**config.mk**
```make
export PLATFORM = sky130hd
export DESIGN_NAME = clk_period_monitor
export DESIGN_NICKNAME = d
export VERILOG_FILES = /design/src/rtl/clk_period_monitor.sv
export SDC_FILE = /design/constraint.sdc
export NUM_CORES = 1
export LEC_CHECK = 0
export ABC_AREA = 1
export CAP_MARGIN = 20
export CELL_PAD_IN_SITES_DETAIL_PLACEMENT = 2
export CELL_PAD_IN_SITES_GLOBAL_PLACEMENT = 2
export CORE_ASPECT_RATIO = 0.6
export CORE_MARGIN = 2
export CORE_UTILIZATION = 30
export CTS_CLUSTER_DIAMETER = 30
export DETAILED_ROUTE_END_ITERATION = 6
export PLACE_DENSITY = 0.77
export SLEW_MARGIN = 20
export SYNTH_ARGS = -nofsm -noshare
export SYNTH_HDL_FRONTEND = slang
export SYNTH_SLANG_ARGS = --single-unit
```
**constraint.sdc**
```tcl
create_clock -name clk -period 2 [get_ports clk]
set_input_delay 0.4 -clock clk [delete_from_list [all_inputs] [get_ports clk]]
set_output_delay 0.4 -clock clk [all_outputs]
set_load 0.05 [all_outputs]
```
**src/rtl/clk_period_monitor.sv**
```systemverilog
// Period checker for an asynchronous clock-like input: counts clk cycles between
// rising edges of mon_in and flags periods outside EXP_PERIOD +/- TOL, plus stalls.
module clk_period_monitor #(
  parameter int unsigned CNT_W       = 16,
  parameter int unsigned EXP_PERIOD  = 36,
  parameter int unsigned TOL         = 0,
  parameter int unsigned SYNC_STAGES = 2
) (
  input  logic             clk,
  input  logic             rst,
  input  logic             en,
  input  logic             mon_in,
  input  logic             clr_sticky,
  output logic [CNT_W-1:0] period_out,
  output logic             period_valid,
  output logic             period_err,
  output logic             too_short,
  output logic             too_long,
  output logic             err_sticky,
  output logic [CNT_W-1:0] pass_cnt,
  output logic [CNT_W-1:0] fail_cnt
);

  localparam logic [1:0] ST_IDLE = 2'd0;
  localparam logic [1:0] ST_ARM  = 2'd1;
  localparam logic [1:0] ST_MEAS = 2'd2;

  localparam longint unsigned CNT_MAX = (64'd1 << CNT_W) - 64'd1;
  localparam longint unsigned LO      = 64'(EXP_PERIOD) - 64'(TOL);
  localparam longint unsigned HI_RAW  = 64'(EXP_PERIOD) + 64'(TOL);
  localparam longint unsigned HI      = (HI_RAW > CNT_MAX) ? CNT_MAX : HI_RAW;
  // A stall can only be seen if the counter can actually reach hi+1.
  localparam bit              TO_EN   = (HI_RAW < CNT_MAX);

  localparam logic [CNT_W-1:0] LO_V = CNT_W'(LO);
  localparam logic [CNT_W-1:0] HI_V = CNT_W'(HI);
  localparam logic [CNT_W-1:0] TO_V = CNT_W'(HI + 64'd1);
  localparam logic [CNT_W-1:0] ALL1 = {CNT_W{1'b1}};

  logic [SYNC_STAGES-1:0] sync_q, sync_d;
  logic                   s_dly_q, s_dly_d;
  logic                   edge_q, edge_d;
  logic [1:0]             state_q, state_d;
  logic [CNT_W-1:0]       cnt_q, cnt_d;
  logic                   to_fired_q, to_fired_d;
  logic [CNT_W-1:0]       period_out_q, period_out_d;
  logic                   period_valid_q, period_valid_d;
  logic                   period_err_q, period_err_d;
  logic                   too_short_q, too_short_d;
  logic                   too_long_q, too_long_d;
  logic                   err_sticky_q, err_sticky_d;
  logic [CNT_W-1:0]       pass_cnt_q, pass_cnt_d;
  logic [CNT_W-1:0]       fail_cnt_q, fail_cnt_d;

  // Synchronizer and registered rising-edge detector.
  always_comb begin
    sync_d  = {sync_q[SYNC_STAGES-2:0], mon_in};
    s_dly_d = sync_q[SYNC_STAGES-1];
    edge_d  = sync_q[SYNC_STAGES-1] & ~s_dly_q;
  end

  // Measurement FSM, window classification and status counters.
  always_comb begin
    state_d        = state_q;
    cnt_d          = cnt_q;
    to_fired_d     = to_fired_q;
    period_out_d   = period_out_q;
    period_valid_d = 1'b0;
    period_err_d   = 1'b0;
    too_short_d    = 1'b0;
    too_long_d     = 1'b0;
    pass_cnt_d     = pass_cnt_q;
    fail_cnt_d     = fail_cnt_q;

    if (!en) begin
      state_d    = ST_IDLE;
      cnt_d      = '0;
      to_fired_d = 1'b0;
    end else begin
      case (state_q)
        ST_IDLE: begin
          state_d = ST_ARM;
          cnt_d   = '0;
        end
        ST_ARM: begin
          if (edge_q) begin
            state_d    = ST_MEAS;
            cnt_d      = CNT_W'(1);
            to_fired_d = 1'b0;
          end
        end
        ST_MEAS: begin
          if (edge_q) begin
            cnt_d          = CNT_W'(1);
            to_fired_d     = 1'b0;
            period_out_d   = cnt_q;
            period_valid_d = 1'b1;
            if (cnt_q < LO_V) begin
              period_err_d = 1'b1;
              too_short_d  = 1'b1;
              fail_cnt_d   = (fail_cnt_q == ALL1) ? fail_cnt_q : fail_cnt_q + CNT_W'(1);
            end else if (cnt_q > HI_V) begin
              // A period already reported by the timeout is not counted twice.
              too_long_d = 1'b1;
              if (!to_fired_q) begin
                period_err_d = 1'b1;
                fail_cnt_d   = (fail_cnt_q == ALL1) ? fail_cnt_q : fail_cnt_q + CNT_W'(1);
              end
            end else begin
              pass_cnt_d = (pass_cnt_q == ALL1) ? pass_cnt_q : pass_cnt_q + CNT_W'(1);
            end
          end else begin
            cnt_d = (cnt_q == ALL1) ? cnt_q : cnt_q + CNT_W'(1);
            if (TO_EN && !to_fired_q && (cnt_q == TO_V)) begin
              to_fired_d   = 1'b1;
              period_err_d = 1'b1;
              too_long_d   = 1'b1;
              fail_cnt_d   = (fail_cnt_q == ALL1) ? fail_cnt_q : fail_cnt_q + CNT_W'(1);
            end
          end
        end
        default: begin
          state_d = ST_IDLE;
          cnt_d   = '0;
        end
      endcase
    end

    // Set wins over clear, including a clear landing on the visible error pulse.
    err_sticky_d = period_err_d | period_err_q | (err_sticky_q & ~clr_sticky);
  end

  always_ff @(posedge clk) begin
    if (rst) begin
      sync_q         <= '0;
      s_dly_q        <= 1'b0;
      edge_q         <= 1'b0;
      state_q        <= ST_IDLE;
      cnt_q          <= '0;
      to_fired_q     <= 1'b0;
      period_out_q   <= '0;
      period_valid_q <= 1'b0;
      period_err_q   <= 1'b0;
      too_short_q    <= 1'b0;
      too_long_q     <= 1'b0;
      err_sticky_q   <= 1'b0;
      pass_cnt_q     <= '0;
      fail_cnt_q     <= '0;
    end else begin
      sync_q         <= sync_d;
      s_dly_q        <= s_dly_d;
      edge_q         <= edge_d;
      state_q        <= state_d;
      cnt_q          <= cnt_d;
      to_fired_q     <= to_fired_d;
      period_out_q   <= period_out_d;
      period_valid_q <= period_valid_d;
      period_err_q   <= period_err_d;
      too_short_q    <= too_short_d;
      too_long_q     <= too_long_d;
      err_sticky_q   <= err_sticky_d;
      pass_cnt_q     <= pass_cnt_d;
      fail_cnt_q     <= fail_cnt_d;
    end
  end

  assign period_out   = period_out_q;
  assign period_valid = period_valid_q;
  assign period_err   = period_err_q;
  assign too_short    = too_short_q;
  assign too_long     = too_long_q;
  assign err_sticky   = err_sticky_q;
  assign pass_cnt     = pass_cnt_q;
  assign fail_cnt     = fail_cnt_q;

endmodule
```
==> results.json, run 1 <==
{
  "dieArea_mm2": 0.0143,
  "crit_chain": "clkdlybuf4s50_1",
  "layout_min_cycle_time_ns": 1.96,
  "p_leak_nw": 2.18,
  "place_congestion": 0.874,
  "syn-num-nets": 591,
  "final_area_mm2": 0.00532,
  "combPwrFrac": 0.036,
  "p_clk_frac": 0.488,
  "synth.avg_cell_area_um2": 6.91,
  "drt-total-wl_um": 15200,
  "cts_sinks": 76,
  "tns_ns": 0,
  "drtIter0Drc": 172,
  "hold_buffers": 0,
  "hold_viol": 0,
  "yosysWarnings": 0,
  "r2r_slack_ns": 0.04,
  "ioPinCount": 58,
  "worstPathArrival_ns": 1.56,
  "port-buffer-count": 57,
  "synth_top_area_cell": "dfxtp_1",
  "rows": 32,
  "synth.top_cell.area_share": 0.381,
  "power_mw": 3.20,
  "drive_gt1_frac": 0.185,
  "postRouteAntennaNets": 0,
  "critPathCaptureType": "output port",
  "gr-total-overflow": 0,
  "yosysMostFrequentCell": "nand2_1",
  "grt_max_degree": 33,
  "drc": 0,
  "synth_cell_types": 34,
  "slowest_stage": "clkdlybuf4s50_1",
  "die_w_um": 153,
  "status": "completed",
  "placed_area_mm2": 0.00489,
  "worstSetupPathType": "reg -> out",
  "setup_violations": 0,
  "grt_pass1_wl_um": 24100,
  "track_usage": 0.214,
  "viasPerCell": 5.01,
  "max_cap_viol_count": 0,
  "routedWlPerCell_um": 18.0,
  "synth-edff-count": 0,
  "p_int_mw": 2.43,
  "syn-cell-area_mm2": 0.00400,
  "p_switching_mw": 0.771,
  "dr.pass1.iters": 5,
  "grt_pass1_vias": 4536,
  "worstHoldPathType": "reg -> reg",
  "required_ns": 1.60,
  "cts_buffers": 9,
  "clockBufferDepth": 2,
  "critical_path.endpoint": "fail_cnt[7]",
  "slew_violations": 0,
  "clkTransAtPathRegs_ns": 0.07,
  "dp_hpwl_um": 11500,
  "synth-main-ff-cell": "dfxtp_1",
  "power_frac_seq": 0.475,
  "r2r.worst_path.cells": 12,
  "crit_family": "buffers and inverters",
  "vias": 4233,
  "synth_area_leaders": "dfxtp_1, nand2_1, nor2_1, a21oi_1, inv_1",
  "worst-path-max-fanout": 4,
  "ir_worst_vdd_v": 0.000302,
  "synth_common_cells": "nand2_1, nor2_1, dfxtp_1",
  "netlist_instances": 578,
  "ys_seq_area_frac": 0.381,
  "rr_endpoint": "cnt_q[10]",
  "netSwitchingFraction": 0.241,
  "critPathLaunch": "fail_cnt[7]",
  "antennaDiodeCount": 0,
  "period_share": 0.980,
  "start_util": 0.309,
  "fin_skew_ns": 0.00986,
  "fmax_ghz": 0.510,
  "clk-insertion-delay-late_ns": 0.35,
  "r2r_start": "cnt_q[1]",
  "die_h_um": 93.4,
  "worst_pin_slew_ns": 0.528,
  "antenna_found_initial": 0,
  "area.growth.synth_to_final_pct": 33.0,
  "cp_num_cells": 1,
  "async_flop_share": 0,
  "power-per-cell-area_mw_per_mm2": 603,
  "cts_tree": "built",
  "post-route-util": 0.411,
  "startpoint_type": "register",
  "core_area_mm2": 0.0129,
  "finish.net_count": 683,
  "synth-seq-cells": 76,
  "htreeDepth": 3,
  "slew_headroom": 0.647,
  "slowest_delay_ns": 0.84,
  "cts-root-buf": "clkbuf_16",
  "crit_buf_inv": 1
}
layer usage:
layer	wire (µm)	up-vias	track usage
li1	-	2068	-
met1	7660	2089	0.303
met2	6820	67	0.341
met3	622	9	0.0436
met4	95	0	0.0432
met5	0	-	0
area by class of cell:
| class | instances | area [µm²] |
|---|---|---|
| repair buffers | 98 | 861 |
| inverters | 65 | 246 |
| clock buffers | 10 | 239 |
| flip-flops and latches | 76 | 1530 |
| clock inverters | 6 | 38.8 |
| fillers | 1533 | 7620 |
| multi-input cells | 420 | 2190 |
| well taps | 170 | 213 |
worst min path at each step:
stage / cells after the start / end / from
after CTS: 1 / edge_q / s_dly_q
after floorplan: 1 / edge_q / s_dly_q
after global routing: 1 / edge_q / s_dly_q
after detailed placement: 1 / edge_q / s_dly_q
final: 1 / edge_q / s_dly_q
after global placement: 1 / edge_q / s_dly_q
placed cells by master (no fill, tap or decap), drive strengths merged, types with 12 or more instances in the layout:
| cell | netlist | final |
|---|---|---|
| nand2 | 136 | 136 |
| buf | 9 | 59 |
| clkdlybuf4s50 | 0 | 29 |
| o21ai | 34 | 34 |
| nor3 | 14 | 14 |
| nand3 | 32 | 32 |
| nor2 | 89 | 89 |
| nand4 | 27 | 27 |
| a21oi | 55 | 55 |
| xor2 | 12 | 12 |
| dfxtp | 76 | 76 |
| inv | 65 | 66 |
repair_timing:
item	in CTS	in global routing
buffers inserted	0	8
setup endpoints to repair	10	47
gates resized for setup	10	25
pin swaps	0	5
registers in the layout, indices dropped and copies added, names as in the netlist, 2 cells and up:
name / count
period_out: 16
sync_q: 2
fail_cnt: 16
cnt_q: 16
pass_cnt: 16
state_q: 2
power groups by stage:
| stage | clock [mW] | combinational, mW | sequential, mW |
|---|---|---|---|
| floorplan | 0 | 0.0610 | 1.56 |
| global placement | 0 | 0.109 | 1.56 |
| detailed placement | 0 | 0.114 | 1.56 |
| CTS | 1.60 | 0.115 | 1.52 |
| global route | 1.68 | 0.130 | 1.52 |
| finish | 1.56 | 0.117 | 1.52 |
per-stage QoR:
stage | hold slack, ns | setup slack, ns | cells
final | 0.403 | 0.0393 | 845
after global routing | 0.433 | -0.0777 | 845
after CTS | 0.404 | 0.00480 | 837
after detailed placement | 0.395 | -0.185 | 821
after global placement | 0.377 | -0.0443 | 821
after floorplan | 0.373 | 0.0235 | 578
kinds of logic after synthesis:
family	after synthesis	share of synthesized area
XOR/XNOR	16	0.0351
adder cells (fa/ha/maj)	8	0.0251
flip-flops	76	0.381
buffers and inverters	82	0.0864
AND/OR/NAND/NOR	304	0.351
AO/OA/AOI/OAI	92	0.122
(Power assumes the default switching activity.)
==> inputs of run 2 (changes only) <==
- ABC_AREA: 1 -> 0
- CORE_MARGIN: 2 -> not set
- CORE_UTILIZATION: 30 -> 31
- PLACE_DENSITY: 0.77 -> 0.76
==> run 2 against run 1 <==
Effect of this change: the run now ends with DRC, setup timing left; count of clock-buffer cells in the layout increased by 3; largest cell class unchanged; hold slack improved by 0.029 ns; area after synthesis down 13%; clock power increased by 33%; critical path type is now reg -> reg; synthesized cell count down 28%; routed wire length up 34%; critical endpoint is now fail_cnt[12]; sequential share of layout area shrank 2.4 points; global-route usage increased by 7.2 points.
==> results.json, run 2 <==
{
  "top_layer": "met4",
  "crit_family": "simple AND/OR/NAND/NOR gates",
  "synth_common_cells": "dfxtp_1, nor2_1, nand2_1",
  "fin_skew_ns": 0.0107,
  "ioPinCount": 58,
  "postRouteAntennaNets": 0,
  "async_flop_share": 0,
  "power-per-cell-area_mw_per_mm2": 639,
  "cts_sinks": 76,
  "p_leak_nw": 2.29,
  "worst_pin_slew_ns": 0.698,
  "clkTransAtPathRegs_ns": 0.07,
  "htreeDepth": 3,
  "yosysMostFrequentCell": "dfxtp_1",
  "core_area_mm2": 0.0108,
  "violations": "DRC, setup timing",
  "hold_slack_ns": 0.432,
  "port-buffer-count": 57,
  "synth_area_leaders": "dfxtp_1, nor2_1, nand2_1, a21oi_1, xnor2_1",
  "worst-path-max-fanout": 10,
  "wl_met1_um": 8450,
  "rows": 29,
  "clk-insertion-delay-late_ns": 0.35,
  "place_congestion": 0.823,
  "synth-edff-count": 0,
  "place_ws_ns": -0.790,
  "track_usage": 0.286,
  "slew_headroom": 0.531,
  "yosysWarnings": 0,
  "startpoint_type": "register",
  "syn-cell-area_mm2": 0.00349,
  "layout_setup_ws_ns": -0.790,
  "layout_min_cycle_time_ns": 2.79,
  "setup_violations": 48,
  "grt_max_degree": 33,
  "critPathCaptureType": "register",
  "wl_met2_um": 10200,
  "synth.top_cell.area_share": 0.435,
  "drive_gt1_frac": 0.361,
  "cts_tree": "built",
  "tns_ns": -22.95,
  "mostFrequentLayoutCells": "buf_4, dfxtp_1, nor2_1, nand2_1, clkdlybuf4s50_1",
  "ys_seq_area_frac": 0.435,
  "hold_viol": 0,
  "syn-num-nets": 430,
  "antennaDiodeCount": 0,
  "die_h_um": 84.2,
  "gr-total-overflow": 0,
  "clockBufferDepth": 2,
  "worstPathArrival_ns": 3.03,
  "status": "finished with violations",
  "synth-seq-cells": 76,
  "netlist_instances": 417,
  "drc": 5,
  "multi_input_area_mm2": 0.00232,
  "synth_cell_types": 48,
  "die_w_um": 139,
  "drtIter0Drc": 271,
  "required_ns": 2.24,
  "register_area_mm2": 0.00153,
  "max_cap_viol_count": 0,
  "period_share": 1.40,
  "worstHoldPathType": "reg -> reg",
  "power_mw": 3.71,
  "dieArea_mm2": 0.0117,
  "cts_buffers": 9,
  "start_util": 0.324,
  "slowest_delay_ns": 0.47,
  "vias": 4063,
  "dr.pass1.iters": 6,
  "crit_buf_inv": 3,
  "synth-main-ff-cell": "dfxtp_1",
  "cts-root-buf": "clkbuf_16",
  "dp_hpwl_um": 10100,
  "crit_chain": "buf_4 > inv_1 > ha_1 > or3b_2 > nor4_2 > o221a_4 > buf_8 > nor3_4 > nand4_1 > mux2_2",
  "synth_top_area_cell": "dfxtp_1",
  "grt_pass1_wl_um": 25200,
  "worstSetupPathType": "reg -> reg",
  "ir_worst_vdd_v": 0.000762,
  "viasPerCell": 5.77,
  "finish.net_count": 573,
  "antenna_found_initial": 0,
  "synth.avg_cell_area_um2": 8.38,
  "wl_met3_um": 1150,
  "drt-total-wl_um": 20400,
  "rsz0062_at_grt": "true",
  "fillers": 1106,
  "area.growth.synth_to_final_pct": 66.0,
  "grt_pass1_vias": 4205,
  "slowest_stage": "or3b_2",
  "final_common_cell": "buf_4",
  "slew_violations": 0,
  "fmax_ghz": 0.358,
  "routedWlPerCell_um": 29.0
}
==> run 2: where the power goes <==
part | switching, mW | leakage (nW) | internal [mW]
logic | 0.0741 | 1.49 | 0.0388
clock network | 0.716 | 0.182 | 1.36
registers | 0.00414 | 0.616 | 1.52
total | 0.794 | 2.29 | 2.91
==> run 2: through the flow <==
step	instance area (µm²)	utilization	std cells
global placement	4790	0.444	669
global route	5800	0.538	704
floorplan	3600	-	417
detailed placement	4790	0.444	669
CTS	5400	0.501	690
finish	5800	0.538	704
==> run 2: final cells by class <==
type                            count  share of cell area
Timing Repair Buffer              155               0.237
Inverter                            9             0.00582
Tap cell                          139              0.0300
Sequential cell                    76               0.264
Clock buffer                       13              0.0483
Clock inverter                      3              0.0155
Multi-Input combinational cell    309               0.400
==> run 2: repair_timing <==
action,4_1_cts,5_1_grt
setup buffers,4,16
endpoints found under the setup margin,59,59
hold buffers,0,0
gates resized for setup,51,76
cloned,1,1
pin swaps,18,42
==> run 2: logic make-up after synthesis <==
kind of cell             count (synthesis)  synth area share
AO/OA/AOI/OAI                           59            0.0985
XOR/XNOR                                33            0.0827
adder cells (fa/ha/maj)                  8            0.0286
buffers and inverters                   32            0.0365
flip-flops                              76             0.435
multiplexers                             4            0.0122
AND/OR/NAND/NOR                        205             0.306
==> run 2: final timing paths <==
check / endpoint / cells past startpoint / from / slack, ns
setup / recovery: fail_cnt[12] / 10 / cnt_q[0] / -0.79
hold / removal: edge_q / 1 / s_dly_q / 0.43
setup reg to reg: fail_cnt[12] / 10 / cnt_q[0] / -0.79
hold reg to reg: edge_q / 1 / s_dly_q / 0.43
==> run 2: worst reg2reg max path, delay by kind of cell (launching register included) <==
kind	cells	cell delay [ns]
fa+ha+maj	1	0.21
buf+inv	3	0.50
mux	1	0.36
flops	1	0.32
compound gates	1	0.32
simple gates	4	0.99
==> run 2: per-layer routing <==
layer | vias to the layer above | global-route usage
met5 | - | 0
met4 | 0 | 0.0939
met3 | 55 | 0.0559
met2 | 181 | 0.497
met1 | 2084 | 0.358
li1 | 1743 | -
==> inputs of run 3 (changes only) <==
- ABC_AREA: 0 -> not set
- GPL_ROUTABILITY_DRIVEN: not set -> 0
==> results of run 3 <==
Same layout as run 2: the final DEF is identical, and so are final timing and power.
